## src/rtl/pipe_hazard_ctrl_if.sv

```systemverilog
// pipe_hazard_ctrl_if: hazard inputs and pipeline-register controls of the hazard sequencer
interface pipe_hazard_ctrl_if #(parameter int PERF_W = 16);
  logic [4:0] rs_id, rt_id, rt_ex;
  logic mem_rd_ex, br_taken_ex, mem_op_m, dmem_ack;
  logic enablePC, enableIF, enableID, enableEX, enableMEM;
  logic resetIF, resetID, resetMEM, dmem_req, timeout_err;
  logic [PERF_W-1:0] perf_stalls;
  modport master(
    output rs_id, rt_id, rt_ex, mem_rd_ex, br_taken_ex, mem_op_m, dmem_ack,
    input enablePC, enableIF, enableID, enableEX, enableMEM,
    input resetIF, resetID, resetMEM, dmem_req, timeout_err, perf_stalls
  );
  modport slave(
    input rs_id, rt_id, rt_ex, mem_rd_ex, br_taken_ex, mem_op_m, dmem_ack,
    output enablePC, enableIF, enableID, enableEX, enableMEM,
    output resetIF, resetID, resetMEM, dmem_req, timeout_err, perf_stalls
  );
endinterface

```

## src/rtl/pipe_hazard_ctrl.sv

```systemverilog
// pipe_hazard_ctrl: 5-stage pipeline enable/flush sequencer (load-use, branch, memory wait)
// PIPE_STALL_PERF_EN builds the saturating stall-cycle counter behind perf_stalls.
module pipe_hazard_ctrl #(
  parameter int TIMEOUT = 16,
  parameter int PERF_W = 16
) (
  input logic reloj,
  input logic reset_n,
  pipe_hazard_ctrl_if.slave hz
);
  localparam int CW = $clog2(TIMEOUT);
  localparam logic [CW-1:0] LAST = CW'(TIMEOUT - 1);
  localparam logic [0:0] RUN = 1'b0;
  localparam logic [0:0] MEM_WAIT = 1'b1;
  logic [0:0] state_q, state_d;
  logic [CW-1:0] cnt_q, cnt_d;
  logic err_q, err_d;
  logic mem_stall, br, lu;
  always_comb begin
    mem_stall = state_q == RUN ? hz.mem_op_m && !hz.dmem_ack : !hz.dmem_ack && cnt_q != LAST;
    br = !mem_stall && hz.br_taken_ex;
    lu = !mem_stall && !hz.br_taken_ex && hz.mem_rd_ex && hz.rt_ex != 5'd0 &&
         (hz.rt_ex == hz.rs_id || hz.rt_ex == hz.rt_id);
    state_d = mem_stall ? MEM_WAIT : RUN;
    // cnt_q is always zero in RUN, so one increment serves both entry and wait
    cnt_d = mem_stall ? cnt_q + CW'(1) : '0;
    err_d = err_q || (state_q == MEM_WAIT && !hz.dmem_ack && cnt_q == LAST);
  end
  always_ff @(posedge reloj or negedge reset_n)
    if (!reset_n) begin
      state_q <= RUN;
      cnt_q <= '0;
      err_q <= 1'b0;
    end else begin
      state_q <= state_d;
      cnt_q <= cnt_d;
      err_q <= err_d;
    end
  assign hz.enablePC = reset_n && !mem_stall && !lu;
  assign hz.enableIF = reset_n && !mem_stall && !lu;
  assign hz.enableID = reset_n && !mem_stall;
  assign hz.enableEX = reset_n && !mem_stall;
  assign hz.enableMEM = reset_n && !mem_stall;
  assign hz.resetIF = !reset_n || br;
  assign hz.resetID = !reset_n || br || lu;
  assign hz.resetMEM = !reset_n || mem_stall;
  assign hz.dmem_req = reset_n && hz.mem_op_m;
  assign hz.timeout_err = err_q;
`ifdef PIPE_STALL_PERF_EN
  logic [PERF_W-1:0] perf_q, perf_d;
  always_comb perf_d = (!hz.enablePC && perf_q != '1) ? perf_q + PERF_W'(1) : perf_q;
  always_ff @(posedge reloj or negedge reset_n)
    if (!reset_n) perf_q <= '0;
    else perf_q <= perf_d;
  assign hz.perf_stalls = perf_q;
`else
  assign hz.perf_stalls = '0;
`endif
endmodule

```

## src/flat_wrapper.sv

```systemverilog
// flat-port wrapper written by rule: the top's interface ports become plain ports
module pipe_hazard_ctrl_flat 
#(
  parameter int TIMEOUT = 16,
  parameter int PERF_W = 16
)
  (reloj, reset_n, hz_rs_id, hz_rt_id, hz_rt_ex, hz_mem_rd_ex, hz_br_taken_ex, hz_mem_op_m, hz_dmem_ack, hz_enablePC, hz_enableIF, hz_enableID, hz_enableEX, hz_enableMEM, hz_resetIF, hz_resetID, hz_resetMEM, hz_dmem_req, hz_timeout_err, hz_perf_stalls);
  pipe_hazard_ctrl_if #(.PERF_W(PERF_W)) hz_i ();
  input logic reloj;
  input logic reset_n;
  input wire logic [$bits(hz_i.rs_id)-1:0] hz_rs_id;
  input wire logic [$bits(hz_i.rt_id)-1:0] hz_rt_id;
  input wire logic [$bits(hz_i.rt_ex)-1:0] hz_rt_ex;
  input wire logic [$bits(hz_i.mem_rd_ex)-1:0] hz_mem_rd_ex;
  input wire logic [$bits(hz_i.br_taken_ex)-1:0] hz_br_taken_ex;
  input wire logic [$bits(hz_i.mem_op_m)-1:0] hz_mem_op_m;
  input wire logic [$bits(hz_i.dmem_ack)-1:0] hz_dmem_ack;
  output wire logic [$bits(hz_i.enablePC)-1:0] hz_enablePC;
  output wire logic [$bits(hz_i.enableIF)-1:0] hz_enableIF;
  output wire logic [$bits(hz_i.enableID)-1:0] hz_enableID;
  output wire logic [$bits(hz_i.enableEX)-1:0] hz_enableEX;
  output wire logic [$bits(hz_i.enableMEM)-1:0] hz_enableMEM;
  output wire logic [$bits(hz_i.resetIF)-1:0] hz_resetIF;
  output wire logic [$bits(hz_i.resetID)-1:0] hz_resetID;
  output wire logic [$bits(hz_i.resetMEM)-1:0] hz_resetMEM;
  output wire logic [$bits(hz_i.dmem_req)-1:0] hz_dmem_req;
  output wire logic [$bits(hz_i.timeout_err)-1:0] hz_timeout_err;
  output wire logic [$bits(hz_i.perf_stalls)-1:0] hz_perf_stalls;
  assign hz_i.rs_id = hz_rs_id;
  assign hz_i.rt_id = hz_rt_id;
  assign hz_i.rt_ex = hz_rt_ex;
  assign hz_i.mem_rd_ex = hz_mem_rd_ex;
  assign hz_i.br_taken_ex = hz_br_taken_ex;
  assign hz_i.mem_op_m = hz_mem_op_m;
  assign hz_i.dmem_ack = hz_dmem_ack;
  assign hz_enablePC = hz_i.enablePC;
  assign hz_enableIF = hz_i.enableIF;
  assign hz_enableID = hz_i.enableID;
  assign hz_enableEX = hz_i.enableEX;
  assign hz_enableMEM = hz_i.enableMEM;
  assign hz_resetIF = hz_i.resetIF;
  assign hz_resetID = hz_i.resetID;
  assign hz_resetMEM = hz_i.resetMEM;
  assign hz_dmem_req = hz_i.dmem_req;
  assign hz_timeout_err = hz_i.timeout_err;
  assign hz_perf_stalls = hz_i.perf_stalls;
  pipe_hazard_ctrl #(.TIMEOUT(TIMEOUT), .PERF_W(PERF_W)) u_core (.reloj(reloj), .reset_n(reset_n), .hz(hz_i));
endmodule
```

## config.mk

```make
export PLATFORM = sky130hd
export DESIGN_NAME = pipe_hazard_ctrl_flat
export DESIGN_NICKNAME = d
export VERILOG_FILES = /design/src/rtl/pipe_hazard_ctrl_if.sv /design/src/rtl/pipe_hazard_ctrl.sv /design/src/flat_wrapper.sv
export SDC_FILE = /design/constraint.sdc
export NUM_CORES = 1
export LEC_CHECK = 0
export CAP_MARGIN = 30
export CORE_ASPECT_RATIO = 1.1
export CORE_MARGIN = 4
export CORE_UTILIZATION = 34
export DETAILED_ROUTE_END_ITERATION = 10
export PLACE_DENSITY = 0.83
export SETUP_SLACK_MARGIN = 0.5
export SLEW_MARGIN = 20
export SYNTH_ARGS = -nofsm -noshare
export SYNTH_HDL_FRONTEND = slang
export SYNTH_SLANG_ARGS = --single-unit
export TNS_END_PERCENT = 5
```

## constraint.sdc

```tcl
create_clock -name reloj -period 4.4 [get_ports reloj]
set_clock_uncertainty 0.15 [all_clocks]
set_input_delay 0.66 -clock reloj [delete_from_list [all_inputs] [get_ports reloj]]
set_output_delay 0.66 -clock reloj [all_outputs]
set_load 0.02 [all_outputs]
```

Yosys cells after proc, flatten, opt, wreduce, memory -nomap -nowiden
Index checks and enable logic that the tools add are counted.

storage, ports and cells
  register bits after elaboration = 6
  input bits = 21
  output and inout port bits = 26
  word-level logic and storage cells = 34

cells by class
  add/sub/neg operators = 1
  eq/ne operators = 4
  multiplexer cells = 3
  reductions and logical operators = 23

operator list
  cell                                                           number
  1-bit logical AND                                              12
  5-bit equality test                                            2
  1-bit logical NOT                                              5
  1-bit logical OR                                               5
  5-bit nonzero test                                             1
  4-bit by 1-bit adder with 4-bit output, second input constant  1
  4-bit equality test, second input constant                     1
  4-bit two-way mux                                              1
  4-bit != test, second input constant                           1
  1-bit two-way mux                                              2

Logic depth before layout (Yosys ltp)
Gate-level depths: netlist of run 1.

  word-level depth = 10
  gate-level depth with buffers = 7
  gate-level depth less buffers = 5

Least setup slack after synthesis of run 1
Ideal clock, no wire load.

  path type = in2out
  start point = in hz_rt_ex[0]
  end point = out hz_enablePC
  arrival time = 1788 ps
  data required time = 3590 ps
  path slack = 1802 ps
  stages on the path = 4
  path buffers = 1
  path through = or4_4 -> o21ai_4 -> o311a_1 -> buf_4

on the way
  longest elaborated chain between the ends = 5
  elaborated cells on any way between the ends = 8

ends and longest elaborated chain
  item                                                              line                                            source
  start, declared                                                   flat_wrapper.sv:13                              input wire logic [$bits(hz_i.rt_ex)-1:0] hz_rt_ex;
  5-bit equality test / 5-bit nonzero test (equally long branches)  pipe_hazard_ctrl.sv:23, pipe_hazard_ctrl.sv:22
  1-bit logical OR / 1-bit logical AND (equally long branches)      pipe_hazard_ctrl.sv:23, pipe_hazard_ctrl.sv:22
  1-bit logical AND *                                               pipe_hazard_ctrl.sv:22                          lu = !mem_stall && !hz.br_taken_ex && hz.mem_rd_ex && hz.rt_ex != 5'd0 &&
  1-bit logical NOT *                                               --
  1-bit logical AND *                                               --
  end, declared                                                     flat_wrapper.sv:18                              output wire logic [$bits(hz_i.enablePC)-1:0] hz_enablePC;

Every way passes the cells marked *; elsewhere a longest branch is shown, timed or not.

Worst setup path in the final report of run 1
  start point = in hz_rt_ex[1]
  end point = out hz_resetID

on the way
  longest elaborated chain between the ends = 4
  elaborated cells on any way between the ends = 7

ends and longest elaborated chain
  item                                                              line                                            source
  5-bit equality test / 5-bit nonzero test (equally long branches)  pipe_hazard_ctrl.sv:23, pipe_hazard_ctrl.sv:22
  1-bit logical OR / 1-bit logical AND (equally long branches)      pipe_hazard_ctrl.sv:23, pipe_hazard_ctrl.sv:22
  1-bit logical AND *                                               pipe_hazard_ctrl.sv:22
  1-bit logical OR *                                                pipe_hazard_ctrl.sv:45                          assign hz.resetID = !reset_n || br || lu;
  end, declared                                                     flat_wrapper.sv:24                              output wire logic [$bits(hz_i.resetID)-1:0] hz_resetID;

Marks and branches as above.

==> impl_metrics.csv, run 1 <==
group,metric,value,unit
clock_network,ctsHoldBuffers,0,
global_routing,top_usage_layer,"met2",
layout,layout_common_cells,"clkdlybuf4s50_1, conb_1, xor2_1",
setup_path,critPathKind,"primary input to primary output",
synth,synthCells,66,
placement,post-dp-hpwl,998,um
layout,area_growth,42.0,%
floorplan,dieArea,2460,um^2
clock_network,tritoncts,"done",
setup_path,startpoint,"hz_rt_ex[1]",
setup_path,worstSetupEndpointType,"primary output",
hold_path,worstHoldPathCells,1,
timing,layout_min_cycle_time,3.45,ns
setup_path,reg2reg_to,"u_core.cnt_q[1]",
drt,drtPass1Iterations,3,
clock_network,clock_sinks,6,
global_routing,grt_pass1_wl,1720,um
layout,num-nets-final,118,
run,maxCapViolations,0,
drt,wl_per_cell,10.5,um
placement,io_buffers,30,
clock_network,clk_pin_slew,0.05,ns
global_routing,grt_pass1_vias,440,
clock_network,cts.repair.resized,0,
setup_path,max_stage_delay,0.66,ns
floorplan,rows,15,
timing,final.setup.tns,0,ns
floorplan,boundaryPins,47,
layout,final_area,833,um^2
global_routing,grt_overflow_total,0,
run_status,status,"finished clean",
global_routing,antenna_found_initial,0,
setup_path,cp_slowest_cell,"clkdlybuf4s50_1",
floorplan,core,1600,um^2
setup_path,reg2reg_slack,2.66,ns
timing,finalCritPeriodShare,78.5,%
layout,layout_commonest_cell,"clkdlybuf4s50_1",
hold_path,min_from,"u_core.cnt_q[0]",
clock_network,worstSkewPairLatency,0.25,ns
layout,multi_input_area,332,um^2
drt,antenna_left,0,
setup_path,crit_chain,"clkdlybuf4s50_1, xor2_1, nor3_1, a22oi_1, o311ai_1, clkdlybuf4s50_1",
global_routing,grt_use_met2,16.5,%
setup_path,cpMostUsedCell,"clkdlybuf4s50_1",
clock_network,cts_buffer_depth,2,
drt,drc,0,
setup_path,critPathLaunchType,"primary input",
timing,hold_viol_final,0,
setup_path,cp.required,3.59,ns
timing,holdWs,0.306,ns
power,p_leak,0.000391,uW
synth,yosysWarnings,0,
timing,max_freq,290,MHz
synth,yosysUniqueCellTypes,23,
drt,vias,481,
placement,place_congestion,0.728,
drt,wirelength,1170,um
drt,vias_per_cell,4.33,
synth,avgSynthCellArea,8.89,um^2
clock_network,htreeDepth,1,
floorplan,initial_core_util,36.8,%
hold_path,hold_path.class,"flop to flop",
drt,drtIter0Drc,1,
layout,fillCellCount,151,
global_routing,grt_max_degree,12,
global_routing,grtUsageMet1,10.0,%
layout,fin_cells,111,
layout,drive_gt1_share,6.38,%
layout,regArea,150,um^2
layout,diodes,0,
placement,placed_area,811,um^2
timing,finalSetupViolations,0,
timing,slew_viol_final,0,
clock_network,cts_made_buffers,3,
synth,ys_ff_latch,6,
synth,ys_seq_area_share,25.6,%
floorplan,die_height,51.6,um
timing,grt_setup_unrepaired,"false",
hold_path,holdPathEnd,"u_core.cnt_q[0]",
clock_network,cts-root-buf,"clkbuf_4",
power,powerDensity,218,nW/um^2
clock_network,post-cts-setup-buffers,0,
power,ir_worst_vdd,0.0000711,V
global_routing,grtUsageTotal,10.2,%
setup_path,worstPathArrival,2.64,ns
placement,dp.cells,108,
setup_path,worstPathMaxFanout,3,
synth,syn-cell-area,587,um^2
setup_path,rr_startpoint,"u_core.cnt_q[0]",
global_routing,grt_use_met3,3.46,%
floorplan,die_w,47.6,um
setup_path,ff2ff_path_depth,5,
power,fin_total_pwr,182,uW
power breakdown:
group	internal [uW]	switching, uW
sequential	57.5	1.36
combinational	34.0	37.9
clock	30.9	20.4
how the worst max path moves through the flow:
stage	cells past startpoint	end
2_1_floorplan	4	hz_enablePC
3_3_place_gp	5	hz_enableIF
3_5_place_dp	6	hz_resetID
4_1_cts	6	hz_resetID
5_1_grt	6	hz_resetID
6_report	6	hz_resetID
per-layer routing:
metal | share of wire, % | routed length, um | vias up
li1 | - | - | 237
met3 | 12 | 141 | 4
met2 | 53 | 622 | 26
met1 | 32 | 376 | 214
met5 | 0 | 0 | -
met4 | 2.3 | 27 | 0
synth_stat cells, drive strengths merged:
library cell / number / area, um^2
or4: 1 / 11.3
dfrtp: 6 / 150
nor3: 2 / 10.0
conb: 1 / 3.75
buf: 20 / 154
o311ai: 1 / 8.76
nor2: 6 / 22.5
and4: 1 / 8.76
or3: 1 / 6.26
o21ai: 1 / 16.3
nand2b: 1 / 6.26
a22oi: 1 / 7.51
ha: 1 / 12.5
nand2: 3 / 11.3
nor2b: 1 / 6.26
xnor2: 1 / 8.76
xor2: 11 / 96.3
nand3: 1 / 5.00
inv: 2 / 7.51
and2: 2 / 12.5
o311a: 1 / 10.0
a41o: 1 / 11.3
worst max-delay path: cells and delay by family:
kind / cells / cell delay, ns
buffers and inverters: 2 / 1.17
AOI/OAI and AO/OA: 2 / 0.42
xor gates and xnor gates: 1 / 0.21
and+or+nand+nor: 1 / 0.19
metrics by stage:
| stage | setup WS, ns | util [%] |
|---|---|---|
| detailed placement | 0.953 | 50.8 |
| CTS | 0.949 | 52.2 |
| global placement | 0.986 | 50.8 |
| finish | 0.946 | 52.2 |
| global route | 0.846 | 52.2 |
| floorplan | 1.80 | - |
area by class of cell:
cell class	count	share of cell area, %
multi-input cells	53	39.8
flip-flops and latches	6	18.0
repair buffers	30	36.0
inverters	2	0.901
clock buffers	3	2.70
well taps	17	2.55
flip-flops by register name, indices dropped and copies added, names as in the netlist:
signal / cells
u_core.cnt_q: 4
u_core.hz.timeout_err: 1
u_core.state_q: 1
cells by family after synthesis:
group | count (synthesis) | share of synthesized area, %
XOR/XNOR | 12 | 17.9
other | 1 | 0.639
adder cells (fa/ha/maj) | 1 | 2.13
flip-flops | 6 | 25.6
AND/OR/NAND/NOR | 19 | 17.1
AO/OA/AOI/OAI | 5 | 9.17
buffers and inverters | 22 | 27.5
Power figures use the tool's default switching activity.
==> run 2: changes to the inputs <==
--- a/config.mk
+++ b/config.mk
@@ -8,9 +8,9 @@
 export CAP_MARGIN = 30
 export CORE_ASPECT_RATIO = 1.1
 export CORE_MARGIN = 4
-export CORE_UTILIZATION = 34
+export CORE_UTILIZATION = 29
 export DETAILED_ROUTE_END_ITERATION = 10
-export PLACE_DENSITY = 0.83
+export PLACE_DENSITY = 0.75
 export SETUP_SLACK_MARGIN = 0.5
 export SLEW_MARGIN = 20
 export SYNTH_ARGS = -nofsm -noshare
==> constraint.sdc (replaced) <==
create_clock -name reloj -period 2.9 [get_ports reloj]
set_clock_uncertainty 0.15 [all_clocks]
set_input_delay 0.435 -clock reloj [delete_from_list [all_inputs] [get_ports reloj]]
set_output_delay 0.435 -clock reloj [all_outputs]
set_load 0.02 [all_outputs]
==> run 2 against run 1 <==
  * Core utilization is 5.8 points lower
  * Register-to-register slack worse by 1.5 ns
  * Sequential power is 52% higher
  * Power is 50% higher
  * Count of clock-buffer cells in the layout stayed put
  * Final cell count is 14% higher
  * Hold slack worse by 0.0035 ns
  * Critical path depth stayed put
  * Critical endpoint is now hz_resetMEM
  * Highest routed layer is now met3
==> impl_metrics.csv, run 2 (synthesized netlist as in run 1, its figures left out) <==
group,metric,value,unit
timing,slew_viol_final,0,
layout,num-nets-final,123,
power,switching_share,33.2,%
floorplan,die_w,50.9,um
layout,largest_reg_flops,4,
layout,multi_input_area,339,um^2
floorplan,initial_core_util,31.9,%
clock_network,cts-root-buf,"clkbuf_4",
drt,antenna_left,0,
setup_path,cp.depth,6,
floorplan,rows,16,
floorplan,dieArea,2810,um^2
power,power.internal,182,uW
floorplan,core,1840,um^2
layout,regArea,150,um^2
layout,regMostFlops,"u_core.cnt_q",
layout,layout_common_cells,"conb_1, clkdlybuf4s50_1, xor2_1",
setup_path,cp.required,2.32,ns
global_routing,grt_max_degree,8,
global_routing,antenna_found_initial,0,
setup_path,reg2reg_slack,1.20,ns
timing,finalSetupViolations,0,
global_routing,grt_overflow_total,0,
power,clockPowerShare,28.1,%
setup_path,reg2reg_to,"u_core.cnt_q[1]",
clock_network,ctsHoldBuffers,0,
drt,drc,0,
hold_path,worstHoldPathCells,1,
placement,dp.cells,123,
drt,vias_per_cell,4.09,
run_status,status,"finished clean",
placement,io_buffers,30,
clock_network,post-cts-setup-buffers,0,
clock_network,clk_pin_slew,0.04,ns
drt,wl_per_cell,10.1,um
clock_network,clock_sinks,6,
setup_path,worstPathArrival,1.87,ns
layout,final_area,855,um^2
drt,drtIter0Drc,4,
layout,drive_gt1_share,21.2,%
clock_network,cts_buffer_depth,2,
setup_path,cp_slowest_cell,"or3_4",
floorplan,boundaryPins,47,
clock_network,worstSkewPairLatency,0.24,ns
drt,wirelength,1270,um
layout,diodes,0,
drt,vias,515,
setup_path,max_stage_delay,0.40,ns
power,power_frac_seq,32.7,%
setup_path,critPathKind,"flop to primary output",
power,power_switching,90.7,uW
layout,fillCellCount,197,
power,combPwrFrac,39.2,%
layout,area_growth,45.6,%
hold_path,holdPathEnd,"u_core.cnt_q[0]",
power,ir_worst_vdd,0.000167,V
global_routing,grt_pass1_vias,496,
setup_path,critPathLaunchType,"flop",
hold_path,min_from,"u_core.cnt_q[0]",
power,powerDensity,320,nW/um^2
timing,max_freq,407,MHz
timing,finalCritPeriodShare,84.7,%
setup_path,worstPathMaxFanout,4,
timing,holdWs,0.303,ns
global_routing,grt_pass1_wl,1950,um
power,fin_total_pwr,273,uW
clock_network,htreeDepth,1,
timing,grt_setup_unrepaired,"true",
placement,post-dp-hpwl,1090,um
hold_path,hold_path.class,"flop to flop",
setup_path,critPathTopFamily,"simple AND/OR/NAND/NOR gates",
global_routing,grtUsageTotal,9.49,%
placement,placed_area,861,um^2
clock_network,cts_made_buffers,3,
setup_path,worstSetupEndpointType,"primary output",
run,maxCapViolations,0,
placement,place_congestion,0.673,
drt,drtPass1Iterations,4,
floorplan,die_height,55.2,um
layout,fin_util,46.4,%
timing,layout_min_cycle_time,2.46,ns
setup_path,rr_startpoint,"u_core.cnt_q[0]",
setup_path,path_buf_inv,2,
setup_path,crit_chain,"ha_2, and4_1, or3_4, buf_4, nand2_1, clkdlybuf4s15_2",
setup_path,ff2ff_path_depth,6,
layout,fin_cells,126,
timing,hold_viol_final,0,
power,p_leak,0.000427,uW
clock_network,tritoncts,"done",
## run 2: cell types whose count changed in the layout (fill, tap and decap cells not counted), sizes merged
cell	previous run	this run
buf	0	11
clkdlybuf4s15	0	1
clkbuf	3	4
clkdlybuf4s50	30	16
dlygate4sd2	0	6
## run 2: power by group through the flow
stage | sequential (uW) | clock, uW | combinational (uW)
floorplan | 90.1 | 0 | 77.5
global placement | 90.5 | 0 | 114
detailed placement | 90.6 | 0 | 115
CTS | 89.4 | 80.1 | 108
global route | 89.9 | 87.0 | 117
finish | 89.4 | 76.7 | 107
## run 2: worst max-delay path by stage
stage / startpoint / endpoint / slack, ns
floorplan: u_core.cnt_q[0] / hz_enableID / 0.55
global placement: hz_rt_ex[0] / hz_enableIF / -0.09
detailed placement: hz_rt_ex[0] / hz_enablePC / -0.10
CTS: hz_rt_id[4] / hz_enablePC / 0.42
global route: u_core.cnt_q[0] / hz_resetMEM / 0.38
finish: u_core.cnt_q[0] / hz_resetMEM / 0.44
## run 2: area by class of cell
type	count	share of cell area, %
repair buffers	35	35.3
flip-flops and latches	6	17.6
multi-input cells	53	39.7
well taps	27	3.95
clock buffers	3	2.64
inverters	2	0.878
## run 2: stage by stage
| step | setup TNS [ns] | worst slack, ns |
|---|---|---|
| 3_5_place_dp | -0.235 | -0.100 |
| 6_report | 0 | 0.444 |
| 3_3_place_gp | -0.195 | -0.0906 |
| 2_1_floorplan | 0 | 0.545 |
| 5_1_grt | 0 | 0.377 |
| 4_1_cts | 0 | 0.423 |
## run 2: repair_timing
item,in CTS,in global routing
pin swaps,2,4
setup endpoints to repair,9,8
resized for setup,39,2
## run 2: per-layer routing
metal | routed length [um] | GRT usage (%)
met5 | 0 | 0
met4 | 0 | 4.04
met3 | 221 | 5.90
met2 | 601 | 16.5
met1 | 445 | 9.12
